## src/rtl/fifo_burst_reader_if.sv

```systemverilog
// FIFO read port plus burst-framed output stream for fifo_burst_reader.
// master = the reader block, slave = the FIFO/consumer side.
interface fifo_burst_reader_if #(
    parameter int WIDTH = 32,
    parameter int DEPTH = 16
);
    localparam int OW = $clog2(DEPTH) + 1;

    logic             empty;
    logic [OW-1:0]    occup;
    logic [WIDTH-1:0] rd_data;
    logic             rd_en;
    logic             out_valid;
    logic             out_ready;
    logic [WIDTH-1:0] out_data;
    logic             out_last;
    logic             busy;

    modport master (
        input  empty, occup, rd_data, out_ready,
        output rd_en, out_valid, out_data, out_last, busy
    );

    modport slave (
        output empty, occup, rd_data, out_ready,
        input  rd_en, out_valid, out_data, out_last, busy
    );
endinterface

```

## src/rtl/fifo_burst_reader.sv

```systemverilog
// Read-side controller for a fall-through FIFO: pops words into bursts of BURST_LEN,
// or flushes a partial FIFO after TIMEOUT idle cycles. FIFO_BURST_READER_STATS_EN adds counters.
module fifo_burst_reader #(
    parameter int WIDTH     = 32,
    parameter int DEPTH     = 16,
    parameter int BURST_LEN = 4,
    parameter int TIMEOUT   = 64
) (
    input  logic                clk,
    input  logic                rst_n,
    fifo_burst_reader_if.master bus
`ifdef FIFO_BURST_READER_STATS_EN
    ,
    output logic [15:0]         stat_words,
    output logic [15:0]         stat_bursts,
    output logic [15:0]         stat_flushes
`endif
);
    localparam int OW = $clog2(DEPTH) + 1;
    localparam int TW = (TIMEOUT > 0) ? $clog2(TIMEOUT + 1) : 1;
    localparam logic [OW-1:0] BURST_CNT  = OW'(BURST_LEN);
    localparam logic [OW-1:0] CNT_ONE    = OW'(1);
    localparam logic [TW-1:0] TIMER_ONE  = TW'(1);
    localparam logic [TW-1:0] TIMER_LAST = (TIMEOUT > 0) ? TW'(TIMEOUT - 1) : {TW{1'b0}};

    typedef enum logic [1:0] {
        ST_IDLE  = 2'd0,
        ST_BURST = 2'd1,
        ST_FLUSH = 2'd2
    } state_t;

    state_t           state_r;
    logic [OW-1:0]    cnt_r;
    logic [TW-1:0]    timer_r;
    logic             out_valid_r;
    logic [WIDTH-1:0] out_data_r;
    logic             out_last_r;
    logic             busy_r;

    logic can_load_s;
    logic pop_s;
    logic burst_go_s;
    logic flush_go_s;

    // Pop qualification and IDLE entry decisions; a full burst wins over the flush timeout
    always_comb begin
        can_load_s = !out_valid_r || bus.out_ready;
        pop_s      = (state_r != ST_IDLE) && !bus.empty && can_load_s && (cnt_r != {OW{1'b0}});
        burst_go_s = (state_r == ST_IDLE) && (bus.occup >= BURST_CNT);
        flush_go_s = (state_r == ST_IDLE) && !burst_go_s && (TIMEOUT != 0) &&
                     !bus.empty && (timer_r == TIMER_LAST);
    end

    assign bus.rd_en     = pop_s;
    assign bus.out_valid = out_valid_r;
    assign bus.out_data  = out_data_r;
    assign bus.out_last  = out_last_r;
    assign bus.busy      = busy_r;

    // Sequencer and registered output stage
    always_ff @(posedge clk or negedge rst_n) begin
        if (!rst_n) begin
            state_r     <= ST_IDLE;
            cnt_r       <= {OW{1'b0}};
            timer_r     <= {TW{1'b0}};
            out_valid_r <= 1'b0;
            out_data_r  <= {WIDTH{1'b0}};
            out_last_r  <= 1'b0;
            busy_r      <= 1'b0;
        end else begin
            if (pop_s) begin
                out_data_r  <= bus.rd_data;
                out_valid_r <= 1'b1;
                out_last_r  <= (cnt_r == CNT_ONE);
                cnt_r       <= cnt_r - CNT_ONE;
            end else if (bus.out_ready) begin
                out_valid_r <= 1'b0;
                out_last_r  <= 1'b0;
            end else begin
                out_valid_r <= out_valid_r;
            end

            case (state_r)
                ST_IDLE: begin
                    if (burst_go_s) begin
                        state_r <= ST_BURST;
                        cnt_r   <= BURST_CNT;
                        timer_r <= {TW{1'b0}};
                        busy_r  <= 1'b1;
                    end else if (flush_go_s) begin
                        state_r <= ST_FLUSH;
                        cnt_r   <= bus.occup;
                        timer_r <= {TW{1'b0}};
                        busy_r  <= 1'b1;
                    end else if (bus.empty || (TIMEOUT == 0)) begin
                        timer_r <= {TW{1'b0}};
                    end else begin
                        timer_r <= timer_r + TIMER_ONE;
                    end
                end
                ST_BURST, ST_FLUSH: begin
                    if (pop_s && (cnt_r == CNT_ONE)) begin
                        state_r <= ST_IDLE;
                        busy_r  <= 1'b0;
                    end else begin
                        state_r <= state_r;
                    end
                end
                default: begin
                    state_r <= ST_IDLE;
                    busy_r  <= 1'b0;
                end
            endcase
        end
    end

`ifdef FIFO_BURST_READER_STATS_EN
    function automatic logic [15:0] sat_inc(input logic [15:0] value, input logic en);
        if (en && (value != 16'hFFFF)) begin
            return value + 16'd1;
        end else begin
            return value;
        end
    endfunction

    // Saturating activity counters
    always_ff @(posedge clk or negedge rst_n) begin
        if (!rst_n) begin
            stat_words   <= 16'd0;
            stat_bursts  <= 16'd0;
            stat_flushes <= 16'd0;
        end else begin
            stat_words   <= sat_inc(stat_words, pop_s);
            stat_bursts  <= sat_inc(stat_bursts, burst_go_s);
            stat_flushes <= sat_inc(stat_flushes, flush_go_s);
        end
    end
`endif
endmodule

```

## src/flat_wrapper.sv

```systemverilog
// flat-port wrapper written by rule: the top's interface ports become plain ports
module fifo_burst_reader_flat 
#(
    parameter int WIDTH     = 32,
    parameter int DEPTH     = 16,
    parameter int BURST_LEN = 4,
    parameter int TIMEOUT   = 64
)
  (clk, rst_n, bus_empty, bus_occup, bus_rd_data, bus_out_ready, bus_rd_en, bus_out_valid, bus_out_data, bus_out_last, bus_busy);
  fifo_burst_reader_if #(.WIDTH(WIDTH), .DEPTH(DEPTH)) bus_i ();
  input  logic clk;
  input  logic rst_n;
  input wire logic [$bits(bus_i.empty)-1:0] bus_empty;
  input wire logic [$bits(bus_i.occup)-1:0] bus_occup;
  input wire logic [$bits(bus_i.rd_data)-1:0] bus_rd_data;
  input wire logic [$bits(bus_i.out_ready)-1:0] bus_out_ready;
  output wire logic [$bits(bus_i.rd_en)-1:0] bus_rd_en;
  output wire logic [$bits(bus_i.out_valid)-1:0] bus_out_valid;
  output wire logic [$bits(bus_i.out_data)-1:0] bus_out_data;
  output wire logic [$bits(bus_i.out_last)-1:0] bus_out_last;
  output wire logic [$bits(bus_i.busy)-1:0] bus_busy;
  assign bus_i.empty = bus_empty;
  assign bus_i.occup = bus_occup;
  assign bus_i.rd_data = bus_rd_data;
  assign bus_i.out_ready = bus_out_ready;
  assign bus_rd_en = bus_i.rd_en;
  assign bus_out_valid = bus_i.out_valid;
  assign bus_out_data = bus_i.out_data;
  assign bus_out_last = bus_i.out_last;
  assign bus_busy = bus_i.busy;
  fifo_burst_reader #(.WIDTH(WIDTH), .DEPTH(DEPTH), .BURST_LEN(BURST_LEN), .TIMEOUT(TIMEOUT)) u_core (.clk(clk), .rst_n(rst_n), .bus(bus_i));
endmodule
```

## config.mk

```make
export PLATFORM = sky130hd
export DESIGN_NAME = fifo_burst_reader_flat
export DESIGN_NICKNAME = d
export VERILOG_FILES = /design/src/rtl/fifo_burst_reader_if.sv /design/src/rtl/fifo_burst_reader.sv /design/src/flat_wrapper.sv
export SDC_FILE = /design/constraint.sdc
export NUM_CORES = 1
export LEC_CHECK = 0
export BUFFER_PORTS_ARGS = -buffer_cell sky130_fd_sc_hd__clkbuf_2
export CAP_MARGIN = 10
export CORE_ASPECT_RATIO = 1.2
export CORE_UTILIZATION = 49
export CTS_CLUSTER_SIZE = 40
export DETAILED_ROUTE_END_ITERATION = 12
export HOLD_SLACK_MARGIN = 0.12
export PLACE_DENSITY = 0.84
export SETUP_SLACK_MARGIN = 0.5
export SYNTH_ARGS = -nofsm -noshare
export SYNTH_HDL_FRONTEND = slang
export SYNTH_SLANG_ARGS = --single-unit
```

## constraint.sdc

```tcl
create_clock -name clk -period 2.5 [get_ports clk]
set_clock_uncertainty 0.05 [all_clocks]
set_input_delay 0.75 -clock clk [delete_from_list [all_inputs] [get_ports clk]]
set_output_delay 0.75 -clock clk [all_outputs]
set_load 0.01 [all_outputs]
```

==> flow_summary.json <==
{
  "yosys_warnings": 0,
  "syn_area_um2": 2180,
  "crit_slowest_cell": "or4b_4",
  "cts_made_buffers": 5,
  "grt_use_total_pct": 19.6,
  "rsz0062_at_grt": "true",
  "first_iter_violations": 101,
  "mostFrequentLayoutCells": "nand2_1, clkbuf_2, dfrtp_1",
  "worst_ep_arrival_time_ns": 1.62,
  "max-cap-violations": 0,
  "synth_cell_types": 40,
  "synthAdderAreaFrac_pct": 2.87,
  "synthTopCellsByArea": "dfrtp_1, nand2_1, ha_1",
  "insertion_delay_ns": 0.29,
  "finalSetupViolCount": 0,
  "grt_max_degree": 50,
  "period_share_pct": 96.6,
  "tns_ns": 0,
  "cts_tree": "built",
  "wl_um": 4360,
  "synth_mux_area_share_pct": 0.917,
  "worstHoldPathType": "register to register",
  "n_antenna_cell": 0,
  "hpwl_um": 3150,
  "synthFlopType": "dfrtp_1",
  "synth-xor-area-share_pct": 1.20,
  "yosysTopAreaCell": "dfrtp_1",
  "status": "completed",
  "synth_top_family_by_area": "simple AND/OR/NAND/NOR gates",
  "crit_buf_inv": 3,
  "worstPathMaxFanout": 2,
  "layout_commonest_cell": "nand2_1",
  "clk_pin_slew_ns": 0.09,
  "num_io_pins": 77,
  "synth_top_area_share_pct": 56.2,
  "slew_viol_final": 0,
  "fp.dieH_um": 75.1,
  "grt_pass1_vias": 1692,
  "synth-compound-area-share_pct": 8.71,
  "hold_viol_final": 0,
  "clockBufferDepth": 2,
  "critPathRequiredTime_ns": 1.70,
  "synth-simple-area-share_pct": 27.2,
  "wl_per_cell_um": 11.6,
  "row_count": 26,
  "layout-drive-gt1-share_pct": 34.8,
  "path_cells": "inv_2 > ha_4 > or4b_4 > nand3_4 > inv_4 > buf_6",
  "hold_buffers": 0,
  "cts_root_buf": "clkbuf_8",
  "hold-worst-slack_ns": 0.427,
  "initial_utilization_pct": 51.2,
  "slew_headroom_pct": 60.6,
  "h-tree-depth": 2,
  "ant_nets": 0,
  "critPathCaptureType": "primary output",
  "area_growth_pct": 31.1,
  "die-area_um2": 4730,
  "routed_via_density": 4.99,
  "ir_drop_uv": 507,
  "syn_inst": 231,
  "power.switching_uw": 1210,
  "synth_edf_count": 0,
  "fin_crit_ns": 2.42,
  "clock_sinks": 49,
  "drc_errors": 0,
  "clock.fmax_mhz": 414,
  "io_buffer_count": 76,
  "async_flop_share_pct": 100,
  "drtPass1Iterations": 4,
  "fp.dieW_um": 62.9,
  "seq_power_share_pct": 38.3,
  "core_um2": 4260,
  "rrSetupSlack_ns": 0.53,
  "num_vias": 1870,
  "synth.yosys.seq_area_share_pct": 56.2,
  "comb_power_share_pct": 41.8,
  "place_congestion": 0.819,
  "power_frac_clock_pct": 19.9,
  "p_sw_share_pct": 36.6,
  "p_leak_uw": 0.00154,
  "crit_path_max_incr_delay_ns": 0.48,
  "overflow": 0,
  "p_per_area_nw_per_um2": 1160,
  "grt_pass1_wl_um": 7270,
  "cp_top_family": "simple AND/OR/NAND/NOR gates",
  "grt_antenna_before_repair": 0,
  "power.internal_uw": 2100,
  "crit_path_start_kind": "register",
  "critical_path_class": "register to primary output",
  "yosys_register_bits": 49,
  "syn-num-nets": 277,
  "nNetsFinal": 364,
  "postSynthAreaPerCell_um2": 9.45,
  "worst_pin_slew_ns": 0.591
}
==> final cells by class <==
class / instances / area [µm²]
clock buffers: 5 / 68.8
well taps: 56 / 70.1
inverters: 8 / 32.5
flip-flops and latches: 49 / 1230
fillers: 351 / 1400
repair buffers: 87 / 469
clock inverters: 3 / 68.8
multi-input cells: 167 / 927
==> layer usage <==
layer / GRT usage [%] / wire length [µm] / vias to the layer above / share of wire [%]
met5: 0 / 0 / - / 0
met4: 6.72 / 50 / 0 / 1.1
met3: 5.30 / 272 / 7 / 6.2
met1: 24.7 / 1970 / 864 / 45
met2: 33.1 / 2070 / 69 / 47
li1: - / - / 930 / -
==> worst paths after layout <==
path                                          from                      end  cells past startpoint
setup / recovery                   u_core.cnt_r[1]                bus_rd_en                      6
hold / removal             u_core.bus.out_data[14]  u_core.bus.out_data[14]                      2
setup reg to reg                   u_core.cnt_r[1]          u_core.cnt_r[0]                      8
hold reg to reg            u_core.bus.out_data[14]  u_core.bus.out_data[14]                      2
max in group asynchronous                    rst_n        u_core.timer_r[2]                      2
min in group asynchronous                    rst_n  u_core.bus.out_data[13]                      2
==> synthesized netlist by cell type (2+ instances only) <==
| cell type | instances |
|---|---|
| ha_1 | 5 |
| nor3_1 | 3 |
| xor2_1 | 2 |
| o21ai_1 | 2 |
| nand3b_1 | 3 |
| mux2i_1 | 2 |
| inv_1 | 7 |
| o31ai_1 | 3 |
| nand2b_1 | 3 |
| a22o_1 | 3 |
| a32o_1 | 2 |
| buf_2 | 7 |
| a21oi_1 | 3 |
| dfrtp_1 | 49 |
| nor2_1 | 3 |
| nand3_1 | 4 |
| nand2_1 | 103 |
| o21ai_0 | 2 |
| a31oi_1 | 4 |
==> per-stage QoR <==
step	setup WS (ns)	util [%]	cells	cell area, µm²	power, µW
final	0.0848	67.2	375	2860	3310
after global routing	0.0311	67.2	375	2860	3570
after CTS	0.0744	65.9	371	2810	3270
after detailed placement	0.247	61.9	359	2640	2570
after global placement	0.253	61.9	359	2640	2520
after floorplan	0.310	-	231	2200	2100
==> power groups by stage <==
| stage | sequential [µW] | clock (µW) | combinational (µW) |
|---|---|---|---|
| 6_report | 1270 | 657 | 1380 |
| 5_1_grt | 1310 | 712 | 1560 |
| 4_1_cts | 1260 | 672 | 1330 |
| 3_5_place_dp | 1290 | 0 | 1290 |
| 3_3_place_gp | 1270 | 0 | 1250 |
| 2_1_floorplan | 1400 | 0 | 703 |
==> worst register-to-register path, cell delays in order (launching register included) <==
cell and delay [ns]:
dfrtp_1 0.40, inv_2 0.08, ha_4 0.13, or4b_4 0.48, nand3_4 0.09, inv_4 0.04
buf_4 0.24, xnor2_1 0.19, a22o_1 0.18
==> registers in the layout, indices dropped and copies added (netlist names) <==
signal                count
u_core.cnt_r              5
u_core.bus.out_data      32
u_core.bus.out_valid      1
u_core.bus.busy           1
u_core.bus.out_last       1
u_core.timer_r            7
u_core.state_r            2
==> kinds of logic (layout without fill, tap and decap cells) <==
| kind of cell | count (synthesis) | after routing |
|---|---|---|
| fa+ha+maj | 5 | 5 |
| simple gates | 133 | 133 |
| flops | 49 | 49 |
| compound gates | 24 | 24 |
| mux | 2 | 2 |
| xor+xnor | 3 | 3 |
| buf+inv | 15 | 103 |
==> what timing repair did <==
| item | CTS | global route |
|---|---|---|
| cloned | 0 | 0 |
| resized for setup | 1 | 6 |
| buffers inserted | 4 | 4 |
| endpoints found under the setup margin | 5 | 9 |
| pin swaps | 1 | 1 |
(Power assumes the default switching activity.)
